### config.mk
export PLATFORM = sky130hd
export DESIGN_NAME = sar_search_3b
export DESIGN_NICKNAME = d
export VERILOG_FILES = /design/src/rtl/sar_search_3b.sv
export SDC_FILE = /design/constraint.sdc
export NUM_CORES = 1
export LEC_CHECK = 0
export ABC_CLOCK_PERIOD_IN_PS = 3300
export CAP_MARGIN = 5
export CORE_ASPECT_RATIO = 0.75
export CORE_UTILIZATION = 53
export DETAILED_ROUTE_END_ITERATION = 8
export GPL_ROUTABILITY_DRIVEN = 0
export MAX_ROUTING_LAYER = met4
export PLACE_DENSITY = 0.79
export SLEW_MARGIN = 0
export SYNTH_ARGS = -nofsm -noshare
export SYNTH_HDL_FRONTEND = slang
export SYNTH_SLANG_ARGS = --single-unit
### constraint.sdc
create_clock -name clk -period 3.3 [get_ports clk]
set_clock_uncertainty 0.2 [all_clocks]
set_input_delay 0.33 -clock clk [delete_from_list [all_inputs] [get_ports clk]]
set_output_delay 0.33 -clock clk [all_outputs]
set_load 0.02 [all_outputs]
### src/rtl/sar_search_3b.sv
// 3-bit successive-approximation search: probes an external comparator
// and narrows [lo, hi] until it finds the hidden operand or detects an
// inconsistent answer.
module sar_search_3b (
   input  logic       clk,
   input  logic       rst,
   input  logic       start,
   input  logic       ack,
   input  logic       eq,
   input  logic       lt,
   input  logic       gt,
   output logic       req,
   output logic [2:0] guess,
   output logic       busy,
   output logic       done,
   output logic       err,
   output logic [2:0] result,
   output logic [2:0] probes
);

   // state | meaning
   // IDLE  | waiting for start after reset
   // REQ   | probe outstanding, guess valid, waiting for ack
   // DONE  | result holds the found value
   // ERR   | search aborted on an illegal or contradictory answer
   typedef enum logic [1:0] {
      ST_IDLE = 2'd0,
      ST_REQ  = 2'd1,
      ST_DONE = 2'd2,
      ST_ERR  = 2'd3
   } state_t;

   state_t     state, state_nxt;
   logic [3:0] lo, hi, lo_nxt, hi_nxt;
   logic [3:0] sum, mid;

   // Bounds are 4 bits wide so guess+1 = 8 cannot wrap back into range
   assign sum = lo + hi;
   assign mid = {1'b0, sum[3:1]};

   always_ff @(posedge clk or posedge rst) begin
      if (rst) begin
         state <= ST_IDLE;
      end else begin
         state <= state_nxt;
      end
   end

   always_comb begin
      state_nxt = state;
      lo_nxt    = lo;
      hi_nxt    = hi;
      case (state)
         ST_REQ: begin
            if (ack) begin
               case ({eq, lt, gt})
                  3'b100: state_nxt = ST_DONE;
                  3'b010: begin
                     lo_nxt = mid + 4'd1;
                     if (lo_nxt > hi) state_nxt = ST_ERR;
                  end
                  3'b001: begin
                     if (mid == 4'd0) begin
                        state_nxt = ST_ERR;
                     end else begin
                        hi_nxt = mid - 4'd1;
                        if (lo > hi_nxt) state_nxt = ST_ERR;
                     end
                  end
                  default: state_nxt = ST_ERR;
               endcase
            end
         end
         default: begin
            if (start) state_nxt = ST_REQ;
         end
      endcase
   end

   always_ff @(posedge clk or posedge rst) begin
      if (rst) begin
         lo     <= 4'd0;
         hi     <= 4'd7;
         probes <= 3'd0;
         result <= 3'd0;
      end else if (state != ST_REQ) begin
         if (start) begin
            lo     <= 4'd0;
            hi     <= 4'd7;
            probes <= 3'd0;
            result <= 3'd0;
         end
      end else if (ack) begin
         probes <= probes + 3'd1;
         lo     <= lo_nxt;
         hi     <= hi_nxt;
         if (state_nxt == ST_DONE) result <= mid[2:0];
      end
   end

   always_comb begin
      req   = (state == ST_REQ);
      busy  = (state == ST_REQ);
      done  = (state == ST_DONE);
      err   = (state == ST_ERR);
      guess = (state == ST_REQ) ? mid[2:0] : 3'd0;
   end

endmodule

==> results.md <==
* Flop pwr share at 19.4%
* Final worst path period share at 94.1%
* Status: finished clean
* Core Area at 0.00210 sq mm
* Clock Sinks at 16
* Global-route wire length before repair at 4890 microns
* Postcts setup bufs at 0
* Routed Antenna Nets at 0
* Arr. time, crit path at 3.10 ns
* RSZ-0062 raised after global routing: no
* DR vias/cell at 6.18
* TritonRoute pass-1 iters at 5
* Setup TNS at 0 ns
* CP Capture Type: flip-flop
* Worst Setup Path Type: reg2reg
* DR iter-0 viols at 52
* Pin count of the biggest net entering global routing at 17
* CTS resizes at 0
* Syn. warnings at 0
* Synthesized instance count at 125
* Reg2reg start: hi[0]
* Die span in x at 57.6 microns
* Initial Utilization at 58.5%
* Switching part of the total at 46.8%
* Worst-margin pin slew at 0.644 ns
* Maximum buffer depth of the clock tree at 2
* Clk pwr share at 7.8%
* Die area at 0.00252 sq mm
* Net Count, Synth at 147
* # rows at 14
* Total CTS buffers at 3
* IO Pins at 20
* Residual DRC at 0
* Internal power at 943 uW
* Hold Crit Class: in2async
* Crit-path max FO at 7
* Most common cell after layout, fill and taps aside: clkdlybuf4s50_1
* Final hold vios at 0
* Chip height at 43.7 microns
* Area grow syn2layout at 20.3%
* VDD IR max at 0.761 mV
* Detail Placement HPWL at 2240 microns
* GRT Total Usage at 27.2%
* Final wirelength at 2950 microns
* PwrDens at 1200 mW/mm^2
* Antenna violations before repair at 0
* Layout cell share with drive strength beyond 1 at 14.4%
* Net switching power at 829 uW
* Sequential-to-total area share from yosys stat at 32.9%
* Nets at 169
* Crit path from: hi[0]
* Worst setup SP type: flip-flop
* FF-to-FF setup slack at 0.19 ns
* Avg Inst Size Synth at 9.84 sq um
* CP endpoint: state[1]
* Clock-pin slew on the worst setup and hold paths at 0.11 ns
* Vias in the first global route at 1,060
* Synthesized flop and latch total at 16
* Power share of the combinational group at 72.7%
* Grt ovf at 0
* Worst EP required at 3.29 ns
* Final setup fails at 0
* Rel. slew slack at 57.0%
* Skew-Pair Late Insertion Delay at 0.30 ns
* PortBufs at 19
* Hold_buf cts at 0
* Placed Cells at 166
* Commonest cells after routing, fill and taps aside: clkdlybuf4s50_1 (19), ha_1 (14), dfrtp_1 (13)
* Total of max-cap violations at 0
* Final Max Slew Viols at 0
* H-tree depth at 1
* Final non-filler cell total at 170
* Root buf cell: clkbuf_4
* Worst R2R End: state[1]
* WL per Instance at 17.4 microns
* Max Freq at 322 MHz
* Via count at 1,050
* Fin crit period at 3.11 ns
* Worst-case reg-to-reg path depth at 10
* Synthesized cell area at 0.00123 sq mm
* Core Util, Final at 70.4%
* CTS tree: done
* Antenna cells at 0
* Yosys cell types at 43
* P_leak at 0.677 nW
==> registers in the layout (all words and copies together), names as in the netlist <==
name and cells:
hi 4, lo 4, probes 3, result 3, state 2
==> through the flow <==
step | power, mW | cell area [sq um] | hold slack [ns] | setup slack (ns)
2_1_floorplan | 1.21 | 1230 | 0.0416 | 0.249
4_1_cts | 1.75 | 1480 | 0.221 | 0.0914
3_3_place_gp | 1.55 | 1440 | 0.282 | 0.125
6_report | 1.77 | 1480 | 0.199 | 0.193
5_1_grt | 1.91 | 1480 | 0.269 | 0.0248
3_5_place_dp | 1.60 | 1440 | 0.305 | 0.115
==> cells in the mapped netlist <==
cell	n	share of area, %
ha_1	14	14
dfrtp_1	13	26
inv_1	12	3.7
nor2_1	10	3.1
nand3_1	9	3.7
nand2_1	8	2.4
o21ai_0	6	2.4
a21oi_1	5	2.0
mux2i_1	4	3.3
dfstp_2	3	6.4
nand4_1	3	1.5
and2_1	2	1.0
nor2b_1	2	1.0
or4b_1	2	1.6
xnor2_1	2	1.4
xnor3_1	2	3.7
xor2_1	2	1.4
a2111oi_2	1	1.2
a211oi_1	1	0.61
a21oi_2	1	0.71
a221o_1	1	0.81
a31o_2	1	0.71
a31oi_1	1	0.51
a41o_1	1	0.81
and2_2	1	0.61
and2b_2	1	0.71
and3_1	1	0.51
and3b_2	1	0.81
buf_2	1	0.41
buf_4	1	0.61
clkbuf_1	1	0.30
fa_1	1	1.6
nand2b_1	1	0.51
nand3b_4	1	1.6
nor4_4	1	1.7
nor4b_1	1	0.71
o2111ai_1	1	0.71
o211ai_1	1	0.61
o21a_2	1	0.71
o31ai_1	1	0.61
o31ai_2	1	1.0
or3_1	1	0.51
or4_4	1	0.92
==> worst min path at each step <==
stage / startpoint / to / cells past startpoint
after floorplan: rst / hi[3] / 1
after global placement: result[2] / result[2] / 2
after detailed placement: result[0] / result[0] / 2
after CTS: rst / probes[1] / 2
after global routing: rst / lo[3] / 2
final: rst / lo[3] / 2
==> area by class of cell <==
cell class                 count  area, sq um
multi-input combinational     94          767
fill                         160          622
sequential                    16          404
timing repair buffer          20          198
inverter                      12         45.0
clock buffer                   4         36.3
tap                           24         30.0
==> critical path, stage by stage, from the launching register on <==
cell and delay (ns):
dfstp_2 0.58, and2_1 0.15, fa_2 0.51, inv_2 0.14, ha_1 0.16, xnor3_1 0.43
ha_1 0.32, nand4_1 0.10, nand4_1 0.10, a21oi_1 0.05, a221o_1 0.26
==> cells by family (layout without fill, tap and decap cells) <==
| kind of cell | Yosys count | count (layout) | share of synthesized area [%] |
|---|---|---|---|
| DFF | 16 | 16 | 32.9 |
| adders and majority gates | 15 | 15 | 15.9 |
| muxes | 4 | 4 | 3.26 |
| and+or+nand+nor | 46 | 46 | 23.0 |
| xor gates and xnor gates | 6 | 6 | 6.51 |
| AOI/OAI and AO/OA | 23 | 23 | 13.5 |
| buffers and inverters | 15 | 36 | 4.98 |
==> per-layer routing <==
layer	track usage [%]	share of wire, %
met5	-	0
met4	6.83	0.47
met3	7.46	6.7
met2	42.1	48
met1	35.4	45
==> power by group through the flow <==
stage | combinational, mW | clock, mW | sequential, mW
2_1_floorplan | 0.847 | 0 | 0.358
3_3_place_gp | 1.21 | 0 | 0.340
3_5_place_dp | 1.25 | 0 | 0.346
4_1_cts | 1.26 | 0.139 | 0.343
5_1_grt | 1.40 | 0.150 | 0.356
6_report | 1.29 | 0.139 | 0.344
Power figures use the tool's default switching activity.
